## config.mk

```make
export PLATFORM = sky130hd
export DESIGN_NAME = ahb_lite_master_arbiter
export DESIGN_NICKNAME = d
export VERILOG_FILES = /design/src/rtl/ahb_arb_pkg.sv /design/src/rtl/ahb_arb_input_stage.sv /design/src/rtl/ahb_lite_master_arbiter.sv
export SDC_FILE = /design/constraint.sdc
export NUM_CORES = 1
export LEC_CHECK = 0
export ABC_AREA = 1
export BUFFER_PORTS_ARGS = -buffer_cell sky130_fd_sc_hd__buf_4
export CAP_MARGIN = 0
export CORE_AREA = 2 2 114 116
export DETAILED_ROUTE_END_ITERATION = 6
export DIE_AREA = 0 0 116 118
export HOLD_SLACK_MARGIN = 0.06
export PLACE_DENSITY_LB_ADDON = 0.2
export RECOVER_POWER = 100
export SLEW_MARGIN = 40
export SYNTH_ARGS = -nofsm -noshare
export SYNTH_HDL_FRONTEND = slang
export SYNTH_SLANG_ARGS = --single-unit
```

## constraint.sdc

```tcl
create_clock -name HCLK -period 4.6 [get_ports HCLK]
set_input_delay 0.92 -clock HCLK [delete_from_list [all_inputs] [get_ports HCLK]]
set_output_delay 0.92 -clock HCLK [all_outputs]
set_load 0.02 [all_outputs]
```

## src/rtl/ahb_arb_pkg.sv

```systemverilog
// Shared AHB-Lite arbiter types: transfer encodings, address-phase bundle and round-robin helpers.
// Pure declarations, no latency or flow control of its own.
package ahb_arb_pkg;

  localparam logic [1:0] HTRANS_IDLE   = 2'b00;
  localparam logic [1:0] HTRANS_NONSEQ = 2'b10;

  localparam logic [2:0] HSIZE_BYTE  = 3'b000;
  localparam logic [2:0] HSIZE_HALF  = 3'b001;
  localparam logic [2:0] HSIZE_WORD  = 3'b010;
  localparam logic [2:0] HSIZE_DWORD = 3'b011;

  localparam int AHB_AW = 32;
  localparam int AHB_DW = 32;

  typedef struct packed {
    logic [AHB_AW-1:0] haddr;
    logic              hwrite;
    logic [2:0]        hsize;
    logic [3:0]        hprot;
  } addr_phase_t;

  function automatic logic [1:0] rr_next(input logic [1:0] idx, input int n);
    return (int'(idx) >= n - 1) ? 2'd0 : idx + 2'd1;
  endfunction

  // First requester after 'last', wrapping at n; returns 'last' when nobody requests.
  function automatic logic [1:0] rr_pick(input logic [3:0] req, input logic [1:0] last, input int n);
    logic [1:0] idx;
    logic [1:0] pick;
    logic       found;
    idx   = last;
    pick  = last;
    found = 1'b0;
    for (int k = 0; k < 4; k++) begin
      if (k < n) begin
        idx = rr_next(idx, n);
        if (!found && req[idx]) begin
          pick  = idx;
          found = 1'b1;
        end
      end
    end
    return pick;
  endfunction

endpackage

```

## src/rtl/ahb_arb_input_stage.sv

```systemverilog
// Per-master input stage: parks an address phase that could not be forwarded and presents
// either the parked or the live phase to the arbiter with zero added latency.
module ahb_arb_input_stage
  import ahb_arb_pkg::*;
(
  input  logic        i_clk,
  input  logic        i_rst,
  input  addr_phase_t i_live,
  input  logic        i_live_vld,
  input  logic        i_grant,
  output logic        o_pend,
  output logic        o_req,
  output addr_phase_t o_aph
);

  addr_phase_t r_hold;
  logic        r_pend;

  always_ff @(posedge i_clk or posedge i_rst) begin
    if (i_rst) begin
      r_pend <= 1'b0;
      r_hold <= '0;
    end else if (i_grant) begin
      r_pend <= 1'b0;
    end else if (i_live_vld) begin
      r_pend <= 1'b1;
      r_hold <= i_live;
    end
  end

  assign o_pend = r_pend;
  assign o_req  = r_pend | i_live_vld;
  assign o_aph  = r_pend ? r_hold : i_live;

endmodule

```

## src/rtl/ahb_lite_master_arbiter.sv

```systemverilog
// Round-robin sharing of one AHB-Lite slave port between NUM_MASTERS masters, zero-latency grant.
// Optional per-master stall counters on STALL_CNT when AHB_ARB_STALL_CNT_EN is defined.
module ahb_lite_master_arbiter
  import ahb_arb_pkg::*;
#(
  parameter int NUM_MASTERS = 2,
  parameter int AW          = AHB_AW,
  parameter int DW          = AHB_DW
) (
  input  logic                     HCLK,
  input  logic                     HRESET,
  input  logic [NUM_MASTERS*AW-1:0] M_HADDR,
  input  logic [NUM_MASTERS*2-1:0]  M_HTRANS,
  input  logic [NUM_MASTERS-1:0]    M_HWRITE,
  input  logic [NUM_MASTERS*3-1:0]  M_HSIZE,
  input  logic [NUM_MASTERS*4-1:0]  M_HPROT,
  input  logic [NUM_MASTERS*DW-1:0] M_HWDATA,
  output logic [DW-1:0]             M_HRDATA,
  output logic [NUM_MASTERS-1:0]    M_HREADY,
  output logic [NUM_MASTERS-1:0]    M_HRESP,
  output logic [AW-1:0]             S_HADDR,
  output logic [1:0]                S_HTRANS,
  output logic                      S_HWRITE,
  output logic [2:0]                S_HSIZE,
  output logic [3:0]                S_HPROT,
  output logic [DW-1:0]             S_HWDATA,
  input  logic [DW-1:0]             S_HRDATA,
  input  logic                      S_HREADY,
  input  logic                      S_HRESP,
  output logic [1:0]                S_HMASTER
`ifdef AHB_ARB_STALL_CNT_EN
  ,
  output logic [NUM_MASTERS*16-1:0] STALL_CNT
`endif
);

  logic [NUM_MASTERS-1:0] w_pend;
  logic [NUM_MASTERS-1:0] w_req;
  logic [NUM_MASTERS-1:0] w_live_vld;
  logic [NUM_MASTERS-1:0] w_grant;
  addr_phase_t            w_live [NUM_MASTERS];
  addr_phase_t            w_aph  [NUM_MASTERS];
  addr_phase_t            w_win_aph;
  logic [1:0]             w_winner;
  logic                   w_any;
  logic                   w_do_grant;

  logic [1:0]             r_last_grant;
  logic [1:0]             r_dph_owner;
  logic                   r_dph_valid;

`ifdef AHB_ARB_STALL_CNT_EN
  logic [15:0]            r_stall_cnt [NUM_MASTERS];
`endif

  for (genvar g = 0; g < NUM_MASTERS; g++) begin : g_in
    assign w_live[g] = '{haddr:  AHB_AW'(M_HADDR[g*AW +: AW]),
                         hwrite: M_HWRITE[g],
                         hsize:  M_HSIZE[g*3 +: 3],
                         hprot:  M_HPROT[g*4 +: 4]};
    // A live phase only counts when the master sees its own HREADY high.
    assign w_live_vld[g] = (M_HTRANS[g*2 +: 2] == HTRANS_NONSEQ) && M_HREADY[g];
    assign w_grant[g]    = w_do_grant && (w_winner == 2'(g));

    ahb_arb_input_stage u_in (
      .i_clk      (HCLK),
      .i_rst      (HRESET),
      .i_live     (w_live[g]),
      .i_live_vld (w_live_vld[g]),
      .i_grant    (w_grant[g]),
      .o_pend     (w_pend[g]),
      .o_req      (w_req[g]),
      .o_aph      (w_aph[g])
    );

`ifdef AHB_ARB_STALL_CNT_EN
    assign STALL_CNT[g*16 +: 16] = r_stall_cnt[g];
`endif
  end

  assign w_any      = |w_req;
  assign w_do_grant = S_HREADY && w_any;
  assign w_winner   = rr_pick(4'(w_req), r_last_grant, NUM_MASTERS);

  always_comb begin
    w_win_aph = '0;
    for (int i = 0; i < NUM_MASTERS; i++) begin
      if (w_winner == 2'(i)) w_win_aph = w_aph[i];
    end
  end

  always_comb begin
    S_HTRANS  = HTRANS_IDLE;
    S_HADDR   = '0;
    S_HWRITE  = 1'b0;
    S_HSIZE   = '0;
    S_HPROT   = '0;
    S_HMASTER = '0;
    if (w_do_grant) begin
      S_HTRANS  = HTRANS_NONSEQ;
      S_HADDR   = AW'(w_win_aph.haddr);
      S_HWRITE  = w_win_aph.hwrite;
      S_HSIZE   = w_win_aph.hsize;
      S_HPROT   = w_win_aph.hprot;
      S_HMASTER = w_winner;
    end
  end

  // Data-phase owner sees the slave; a parked non-owner is stalled; everyone else idles ready.
  always_comb begin
    M_HREADY = '1;
    M_HRESP  = '0;
    S_HWDATA = '0;
    for (int i = 0; i < NUM_MASTERS; i++) begin
      if (r_dph_valid && (r_dph_owner == 2'(i))) begin
        M_HREADY[i] = S_HREADY;
        M_HRESP[i]  = S_HRESP;
      end else if (w_pend[i]) begin
        M_HREADY[i] = 1'b0;
      end
      if (r_dph_owner == 2'(i)) S_HWDATA = M_HWDATA[i*DW +: DW];
    end
  end

  assign M_HRDATA = S_HRDATA;

  always_ff @(posedge HCLK or posedge HRESET) begin
    if (HRESET) begin
      r_last_grant <= 2'(NUM_MASTERS - 1);
      r_dph_owner  <= '0;
      r_dph_valid  <= 1'b0;
    end else if (S_HREADY) begin
      r_dph_valid <= w_any;
      if (w_any) begin
        r_last_grant <= w_winner;
        r_dph_owner  <= w_winner;
      end
    end
  end

`ifdef AHB_ARB_STALL_CNT_EN
  always_ff @(posedge HCLK or posedge HRESET) begin
    if (HRESET) begin
      for (int i = 0; i < NUM_MASTERS; i++) r_stall_cnt[i] <= '0;
    end else begin
      for (int i = 0; i < NUM_MASTERS; i++) begin
        if (w_pend[i] && !M_HREADY[i] && (r_stall_cnt[i] != 16'hFFFF))
          r_stall_cnt[i] <= r_stall_cnt[i] + 16'd1;
      end
    end
  end
`endif

endmodule

```

== Word level (Yosys, flattened, before mapping) ==
Cells that the tools add are included.

* Input port bits: 184
* Output and inout bits: 112
* Bits in registers: 87
* Logic and storage cells: 75

* Magnitude comparators: 4
* Eq/ne operators: 4
* Reductions and logical operators: 17
* Bitwise operators: 4
* Multiplexer cells: 31
* Add/sub/neg operators: 2

{| class="wikitable"
|+ Operators by type and width
! kind !! count
|-
| $mux 40 || 4
|-
| $mux 32 || 3
|-
| $mux 1 || 14
|-
| $mux 2 || 6
|-
| $logic_and 1x1->1 || 8
|-
| $lt 2x3->1 const B || 2
|-
| $reduce_and 2->1 || 3
|-
| $add 2x1->2 const B || 2
|-
| $bmux 1 s2 || 2
|-
| $eq 2x1->1 const B || 2
|-
| $eq 2x2->1 const B || 2
|-
| $ge 2x1->1 const B || 2
|-
| $logic_not 2->1 || 2
|-
| $mux 4 || 1
|-
| $reduce_bool 2->1 || 2
|-
| $mux 3 || 1
|-
| $not 1->1 || 2
|-
| $or 1x1->1 || 2
|-
| $reduce_or 2->1 || 1
|-
| $logic_not 1->1 || 1
|}

== Depth between registers and ports, before layout ==
Gate-level depths: netlist of the first run.

* Depth in word-level cells: 15
* Mapped depth: 14
* Gate-level depth less buffers: 13

== Modules after synthesis ==
A second synthesis of the first run with hierarchy kept.

* Cell total of the unflattened synthesis: 894
* Area, all modules: 6411.1 um^2

{| class="wikitable"
|+ By module, submodules not included
! module !! cells an instance !! times used !! area each (um^2) !! seq. area each (um^2)
|-
| ahb_arb_input_stage || 310 || 2 || 2368.5 || 1026.0
|-
| ahb_lite_master_arbiter || 274 || 1 || 1674.1 || 101.3
|}

== Worst setup path after synthesis of the first run ==
OpenSTA, ideal clock, no wires.

* Kind: input-to-output
* Start point: in S_HREADY
* End point: out S_HADDR[26]
* Setup slack: 1.432 ns
* Stages on the path: 12
* Data required time: 3.680 ns
* Arrival: 2.248 ns
* Buffers on the path: 1
* Cells stage by stage: inv_1 > nand3_1 > nand3_1 > nand2_1 > nand2_1 > nand2_1 > nand3_1 > nand2_2 > nor2_2 > buf_2 > nand3_1 > nand2_1

* Cells in the longest elaborated chain, start to end: 13
* Elaborated cells between the ends (all ways): 22
* Those cells by class: 1 x eq/ne; 12 x mux; 2 x bitwise; 7 x reduce/logical

{| class="wikitable"
|+ Ends and longest elaborated chain
! what !! line !! text
|-
| start, declared || ahb_lite_master_arbiter.sv:28 || <nowiki>input logic S_HREADY,</nowiki>
|-
| $mux 1 || ahb_lite_master_arbiter.sv:115 || <nowiki>if (r_dph_valid && (r_dph_owner == 2'(i))) begin</nowiki>
|-
| $logic_and 1x1->1 || ahb_lite_master_arbiter.sv:62 || <nowiki>assign w_live_vld[g] = (M_HTRANS[g*2 +: 2] == HTRANS_NONSEQ) && M_HREADY[g];</nowiki>
|-
| $or 1x1->1 || ahb_arb_input_stage.sv:32 || <nowiki>assign o_req = r_pend | i_live_vld;</nowiki>
|-
| $bmux 1 s2 || ahb_arb_pkg.sv:38 || <nowiki>if (!found && req[idx]) begin</nowiki>
|-
| $mux 1 (not written as such) || ahb_arb_pkg.sv:38 ||
|-
| $mux 1 || ahb_arb_pkg.sv:38 ||
|-
| $logic_not 1->1 || ahb_arb_pkg.sv:38 ||
|-
| $logic_and 1x1->1 || ahb_arb_pkg.sv:38 ||
|-
| $mux 2 || ahb_arb_pkg.sv:38 ||
|-
| $logic_not 2->1 || ahb_lite_master_arbiter.sv:88 || <nowiki>if (w_winner == 2'(i)) w_win_aph = w_aph[i];</nowiki>
|-
| $mux 40 (2 in series) || ahb_lite_master_arbiter.sv:88 ||
|-
| $mux 32 * || ahb_lite_master_arbiter.sv:99 || <nowiki>if (w_do_grant) begin</nowiki>
|-
| end, declared || ahb_lite_master_arbiter.sv:21 || <nowiki>output logic [AW-1:0] S_HADDR,</nowiki>
|}

Every way passes the cells marked *; elsewhere a longest branch is shown, timed or not. The select of a mux whose other input is x is not followed.

== Final worst setup path of the first run ==
* Start point: reg r_last_grant[1]
* End point: reg g_in[1].u_in.r_hold[1] (netlist name)

* Cells in the longest elaborated chain, start to end: 12
* Elaborated cells between the ends (all ways): 19
* Those cells by class: 2 x add/sub; 2 x order compare; 1 x eq/ne; 9 x mux; 1 x bitwise; 4 x reduce/logical

{| class="wikitable"
|+ Ends and longest elaborated chain
! what !! line !! text
|-
| start, declared || ahb_lite_master_arbiter.sv:48 || <nowiki>logic [1:0] r_last_grant;</nowiki>
|-
| start signal, assigned || ahb_lite_master_arbiter.sv:129 || <nowiki>r_last_grant <= 2'(NUM_MASTERS - 1);</nowiki>
|-
| start signal, assigned || ahb_lite_master_arbiter.sv:135 || <nowiki>r_last_grant <= w_winner;</nowiki>
|-
| $add 2x1->2 / $ge 2x1->1 (equally long branches) || ahb_arb_pkg.sv:24 || <nowiki>return (int'(idx) >= n - 1) ? 2'd0 : idx + 2'd1;</nowiki>
|-
| $mux 2 || ahb_arb_pkg.sv:24 ||
|-
| $add 2x1->2, or another cell as far along || ahb_arb_pkg.sv:24 ||
|-
| $mux 2 / $mux 1 (equally long branches) || ahb_arb_pkg.sv:24, ahb_arb_pkg.sv:38 ||
|-
| $bmux 1 s2 / $mux 1 (equally long branches) || ahb_arb_pkg.sv:38 ||
|-
| $mux 1 (not written as such) / $logic_not 1->1 (equally long branches) || ahb_arb_pkg.sv:38 ||
|-
| $logic_and 1x1->1 || ahb_arb_pkg.sv:38 ||
|-
| $mux 2 * || ahb_arb_pkg.sv:38 ||
|-
| $eq 2x1->1 * || ahb_lite_master_arbiter.sv:63 || <nowiki>assign w_grant[g] = w_do_grant && (w_winner == 2'(g));</nowiki>
|-
| $logic_and 1x1->1 * || ahb_lite_master_arbiter.sv:63 ||
|-
| $not 1->1 (no line) * || -- ||
|-
| $reduce_and 2->1 (no line) * || -- ||
|-
| end signal, assigned || ahb_arb_input_stage.sv:27 || <nowiki>r_hold <= i_live;</nowiki>
|-
| end, declared || ahb_arb_input_stage.sv:16 || <nowiki>addr_phase_t r_hold;</nowiki>
|}

Marked as above.
A chain may end at the register's enable or synchronous reset.

==> impl_metrics.json, run 1 <==
{
  "grt_setup_unrepaired": "no",
  "skew_ns": 0.00877,
  "crit_required_ns": 4.88,
  "htreeDepth": 3,
  "min_period_over_period_pct": 87.0,
  "ant_nets": 0,
  "cts_inserted_buffers": 9,
  "drt_iter0_drc": 552,
  "cts_resized": 0,
  "clkLatencyLatePin_ns": 0.34,
  "wire_per_inst_um": 17.5,
  "syn_area_um2": 5740,
  "synth-edff-count": 0,
  "top_level_ports": 296,
  "die_area_um2": 13700,
  "worstSetupEndpointType": "register",
  "cts.sinks": 86,
  "finalMaxSlewViolations": 91,
  "viasPerCell": 5.15,
  "ctsLongestPathBuffers": 2,
  "grt_max_degree": 50,
  "hp-class": "reg -> reg",
  "setup_tns_ns": 0,
  "syn_to_final_growth_pct": 26.5,
  "worstPathArrival_ns": 4.28,
  "antenna_found_initial": 0,
  "vias": 6301,
  "placed_area_um2": 7270,
  "setup_viol": 0,
  "power_density_nw_per_um2": 751,
  "synth_most_common_cell": "nand2_1",
  "routed-wl-met2_um": 9970,
  "grt.overflow.total": 0,
  "synthFlopType": "dfrtp_1",
  "async_flop_share_pct": 100,
  "diodes": 0,
  "violations": "design-rule violations, max-capacitance violations, max-slew violations",
  "gr-usage-all-layers_pct": 30.3,
  "ys_ff_latch": 86,
  "peakVddDrop_mv": 0.521,
  "design_area_um2": 7260,
  "ys_seq_area_share_pct": 37.5,
  "hold_buffers": 0,
  "yosys-top-cells-area": "dfrtp_1 (37%), nand2_1 (32%), nand3_1 (11%)",
  "core_area_um2": 12400,
  "synthTopCellsByCount": "nand2_1 (496), nand3_1 (131), dfrtp_1 (85), buf_4 (42), a22o_1 (32)",
  "slew_headroom_pct": -52.3,
  "place.gp.congestion": 0.858,
  "nNetsFinal": 1232,
  "grt_pass1_wl_um": 32000,
  "post_cts_buffers": 0,
  "dp_hpwl_um": 15600,
  "synth_warnings": 0,
  "path_clk_slew_ns": 0.07,
  "max_freq_ghz": 0.250,
  "synth_top_area_share_pct": 37.1,
  "drt_wl_total_um": 21400,
  "cap_violations": 2,
  "top_layer_used": "met4",
  "drt-pass1-iter-count": 7,
  "startpoint_type": "register",
  "numPortBuffers": 230,
  "leakage_uw": 0.00418,
  "ys_types": 23,
  "crit_type": "reg -> reg",
  "synth_cells": 886,
  "worst_hold_slack_ns": 0.471,
  "path_max_fanout": 48,
  "rows": 41,
  "dpl_worst_slack_ns": 0.756,
  "cts_tree": "yes",
  "status": "finished, violations left",
  "min_period_ns": 4.00,
  "drc": 8,
  "die-height_um": 118,
  "worst_pin_slew_ns": 2.27,
  "route.met3.wl_um": 1900,
  "finalHoldViolCount": 0,
  "start_util_pct": 46.2,
  "drive_gt1_share_pct": 18.4,
  "wl_met1_um": 9270,
  "setup_ws_ns": 0.598,
  "grt_pass1_vias": 5763,
  "synthesis.nets": 1072,
  "syn_avg_cell_area_um2": 6.48,
  "synth_top_area_cell": "dfrtp_1",
  "ctsRootBufferMaster": "clkbuf_16",
  "fp.dieW_um": 116
}
## worst max-delay path, stage by stage (launching register included)
cell and delay, ns:
dfrtp_1 0.45, nor2_4 0.24, nand2_1 0.10, nand2_1 0.09, nand3_1 0.14, nand2_1 0.14
clkinv_1 0.11, a21oi_1 0.30, buf_4 0.53, nand4_1 0.24, nand2_1 0.54, clkbuf_1 0.82
nand2_1 0.13, nand2_1 0.10
## state kept, by name (all words and copies together), names as in the netlist
register	cells
g_in.u_in.r_hold	80
g_in.u_in.o_pend	2
r_last_grant	2
r_dph_owner	1
r_dph_valid	1
## metrics by stage
step	utilization, %	total power, µW	std cells
floorplan	-	3690	886
global placement	58.5	4960	1207
detailed placement	58.5	4990	1207
CTS	61.2	5790	1223
global route	58.5	5830	1223
finish	58.5	5450	1223
## cell families after synthesis
family | Yosys count | share of synthesized area, %
other cells | 1 | 0.0653
simple gates | 642 | 45.6
buf+inv | 118 | 10.9
compound gates | 37 | 5.51
fa+ha+maj | 2 | 0.436
flops | 86 | 37.5
## cells in the final DEF, fill, tap and decap left out, types with 2 or more instances in the layout
master,Yosys,routed
clkbuf_1,30,77
inv_2,3,2
nand3_1,131,131
buf_4,42,164
nor2_1,6,7
ha_1,2,2
inv_1,18,17
clkbuf_16,0,9
nand3_2,3,3
dfrtp_1,85,85
a22o_1,32,32
clkbuf_2,0,2
bufinv_16,0,2
o21ai_0,3,3
nand2_1,496,497
clkinv_1,2,3
clkinv_2,0,2
a21oi_1,1,2
clkinvlp_4,0,2
## power breakdown
group | total (µW) | leakage [µW] | switching [µW] | internal (µW)
Clock | 797 | 0.000154 | 309 | 489
Combinational | 3360 | 0.00295 | 2440 | 924
Sequential | 1290 | 0.00107 | 185 | 1110
## metal layers
layer  vias to the layer above  global-route usage (%)
met1                      2937                    43.2
met5                         -                       0
met4                         0                    5.80
met2                       266                    46.8
li1                       3077                       -
met3                        21                    7.98
## cell type report
type	count	area (µm²)
clock buffer	10	239
tap	172	215
clock inverter	6	85.1
fill	1353	5150
timing repair buffer	244	1540
sequential	86	2150
multi-input combinational	682	2940
inverter	23	87.6
## worst paths after layout
kind,start,end,slack (ns),cells after the start
max in group asynchronous,HRESET,g_in[0].u_in.r_hold[4],1.59,3
min,g_in[1].u_in.r_hold[34],g_in[1].u_in.r_hold[34],0.47,2
min reg2reg,g_in[1].u_in.r_hold[34],g_in[1].u_in.r_hold[34],0.47,2
max,r_last_grant[1],g_in[1].u_in.r_hold[1],0.60,13
max reg2reg,r_last_grant[1],g_in[1].u_in.r_hold[1],0.60,13
min in group asynchronous,HRESET,g_in[1].u_in.r_hold[31],1.19,2
(Power assumes the default switching activity.)
==> run 2: changes to the inputs <==
- ABC_AREA: 1 -> unset
- CORE_AREA: 2 2 114 116 -> 2 2 116 118
- DIE_AREA: 0 0 116 118 -> 0 0 118 120
- TNS_END_PERCENT: unset -> 100
==> impl_metrics.json, run 2 <==
{
  "status": "finished, violations left",
  "violations": "max-capacitance violations, max-slew violations",
  "crit_required_ns": 3.68,
  "die-height_um": 120,
  "drt_wl_total_um": 17300,
  "ys_ff_latch": 86,
  "ys_seq_area_share_pct": 38.5,
  "power_density_nw_per_um2": 698,
  "ctsLongestPathBuffers": 2,
  "cp_top_family": "simple AND/OR/NAND/NOR gates",
  "setup_viol": 0,
  "async_flop_share_pct": 100,
  "crit_path_max_incr_delay_ns": 0.54,
  "wire_per_inst_um": 19.6,
  "path_max_fanout": 14,
  "viasPerCell": 5.37,
  "dp_hpwl_um": 13000,
  "cts_tree": "yes",
  "p_sw_share_pct": 45.3,
  "synth_cells": 524,
  "max_freq_ghz": 0.234,
  "gr-usage-all-layers_pct": 24.3,
  "setup_tns_ns": 0,
  "syn_area_um2": 5590,
  "p_seq_share_pct": 27.4,
  "worstSetupEndpointType": "output port",
  "route.met3.wl_um": 1420,
  "rows": 42,
  "crit_type": "reg -> out",
  "top_register": "g_in.u_in.r_hold",
  "largest_register_ffs": 80,
  "finalHoldViolCount": 0,
  "vias": 4734,
  "top_layer_used": "met4",
  "worstRegToRegCells": 9,
  "power.net_switching_uw": 2280,
  "critPathSlowestCell": "dfstp_2",
  "hold_buffers": 0,
  "antenna_found_initial": 1,
  "hold_depth": 1,
  "synthTopCellsByCount": "dfrtp_1 (85), a211oi_1 (80), mux2_2 (76), mux2i_1 (72), nor2b_1 (43)",
  "worstPathArrival_ns": 3.35,
  "finalMaxSlewViolations": 63,
  "synthesis.nets": 710,
  "routed-wl-met2_um": 8540,
  "top_level_ports": 296,
  "pwr-share-clk_pct": 13.9,
  "slew_headroom_pct": -89.7,
  "grt_max_degree": 83,
  "fp.dieW_um": 118,
  "grt_pass1_wl_um": 26800,
  "worst_hold_slack_ns": 0.489,
  "nNetsFinal": 885,
  "ctsRootBufferMaster": "clkbuf_16",
  "path_depth": 9,
  "cap_violations": 1,
  "fin_util_pct": 55.5,
  "design_area_um2": 7200,
  "cts_inserted_buffers": 9,
  "yosys-top-cells-area": "dfrtp_1 (38%), mux2_2 (15%), mux2i_1 (13%)",
  "drive_gt1_share_pct": 39.3,
  "grt_setup_unrepaired": "no",
  "min_period_ns": 4.27,
  "placed_area_um2": 7180,
  "ys_types": 39,
  "path_clk_slew_ns": 0.06,
  "clkLatencyLatePin_ns": 0.33,
  "hp-class": "reg -> reg",
  "synth_most_common_cell": "dfrtp_1",
  "syn_to_final_growth_pct": 28.9,
  "layout_commonest_cell": "buf_4",
  "start_util_pct": 43.1,
  "ant_nets": 0,
  "peakVddDrop_mv": 0.369,
  "drt-pass1-iter-count": 4,
  "combPwrFrac_pct": 58.7,
  "leakage_uw": 0.00326,
  "drc": 0,
  "htreeDepth": 3,
  "layout_common_cells": "buf_4 (170), dfrtp_1 (82), a211oi_1 (80)",
  "min_period_over_period_pct": 92.9,
  "wl_met1_um": 6970,
  "core_area_um2": 13000,
  "synthFlopType": "dfrtp_1",
  "synth_warnings": 0,
  "intPower_uw": 2750,
  "skew_ns": 0.00760,
  "startpoint_type": "register",
  "synth_top_area_share_pct": 38.1,
  "synth-edff-count": 0,
  "grt.overflow.total": 0,
  "synth_top_area_cell": "dfrtp_1",
  "drt_iter0_drc": 233,
  "die_area_um2": 14200,
  "place.gp.congestion": 0.883,
  "syn_avg_cell_area_um2": 10.7,
  "numPortBuffers": 230,
  "cts.sinks": 86,
  "crit_buf_inv": 3,
  "worst_pin_slew_ns": 2.83,
  "path_cells": "inv_1, ha_1, nor2b_1, nor4_2, or3_1, nand2_1, clkbuf_2, a211oi_1, clkbuf_1",
  "grt_pass1_vias": 4919
}
run 2: final cells by class:
cell class                      instances  area [µm²]
Tap cell                              176         220
Antenna cell                            1        2.50
Sequential cell                        86        2160
Clock inverter                          3        17.5
Timing Repair Buffer                  241        1570
Clock buffer                           13         270
Multi-Input combinational cell        353        2940
Inverter                                8        31.3
Fill cell                            1228        5780
run 2: final timing paths:
kind                                          from                       to  slack (ns)
max                                r_last_grant[0]              S_HADDR[28]        0.33
min                        g_in[1].u_in.r_hold[34]  g_in[1].u_in.r_hold[34]        0.49
max reg2reg                        r_last_grant[0]  g_in[1].u_in.r_hold[36]        0.64
min reg2reg                g_in[1].u_in.r_hold[34]  g_in[1].u_in.r_hold[34]        0.49
max in group asynchronous                   HRESET  g_in[0].u_in.r_hold[31]        1.06
min in group asynchronous                   HRESET   g_in[1].u_in.r_hold[7]        1.40
run 2: logic make-up after synthesis:
logic type               count (synthesis)  share of synthesized area [%]
multiplexers                           152                           29.0
adder cells (fa/ha/maj)                  2                          0.448
flip-flops                              86                           38.5
AO/OA/AOI/OAI                           99                           13.3
other                                    1                         0.0671
AND/OR/NAND/NOR                         99                           9.65
buffers and inverters                   85                           9.02
run 2: power by group through the flow:
stage	logic, µW	registers [µW]	clock network (µW)
5_1_grt	3190	1430	754
2_1_floorplan	2270	1290	0
4_1_cts	3200	1380	720
3_5_place_dp	3190	1390	0
3_3_place_gp	3150	1360	0
6_report	2950	1380	699
run 2: stage by stage:
step	power [µW]	worst slack [ns]	cells
after global routing	5370	0.132	881
after CTS	5300	0.257	880
final	5030	0.328	881
after detailed placement	4580	0.493	864
after floorplan	3560	1.04	524
after global placement	4510	0.594	864
run 2: repair_timing:
item,4_1_cts,5_1_grt
gates resized for setup,0,1
setup buffers,0,0
endpoints found under the setup margin,0,2
run 2: routing by layer:
layer / up-vias / GRT usage [%]
met5: - / 0
met4: 0 / 7.61
met3: 20 / 8.51
met2: 193 / 40.9
met1: 2295 / 29.1
li1: 2226 / -
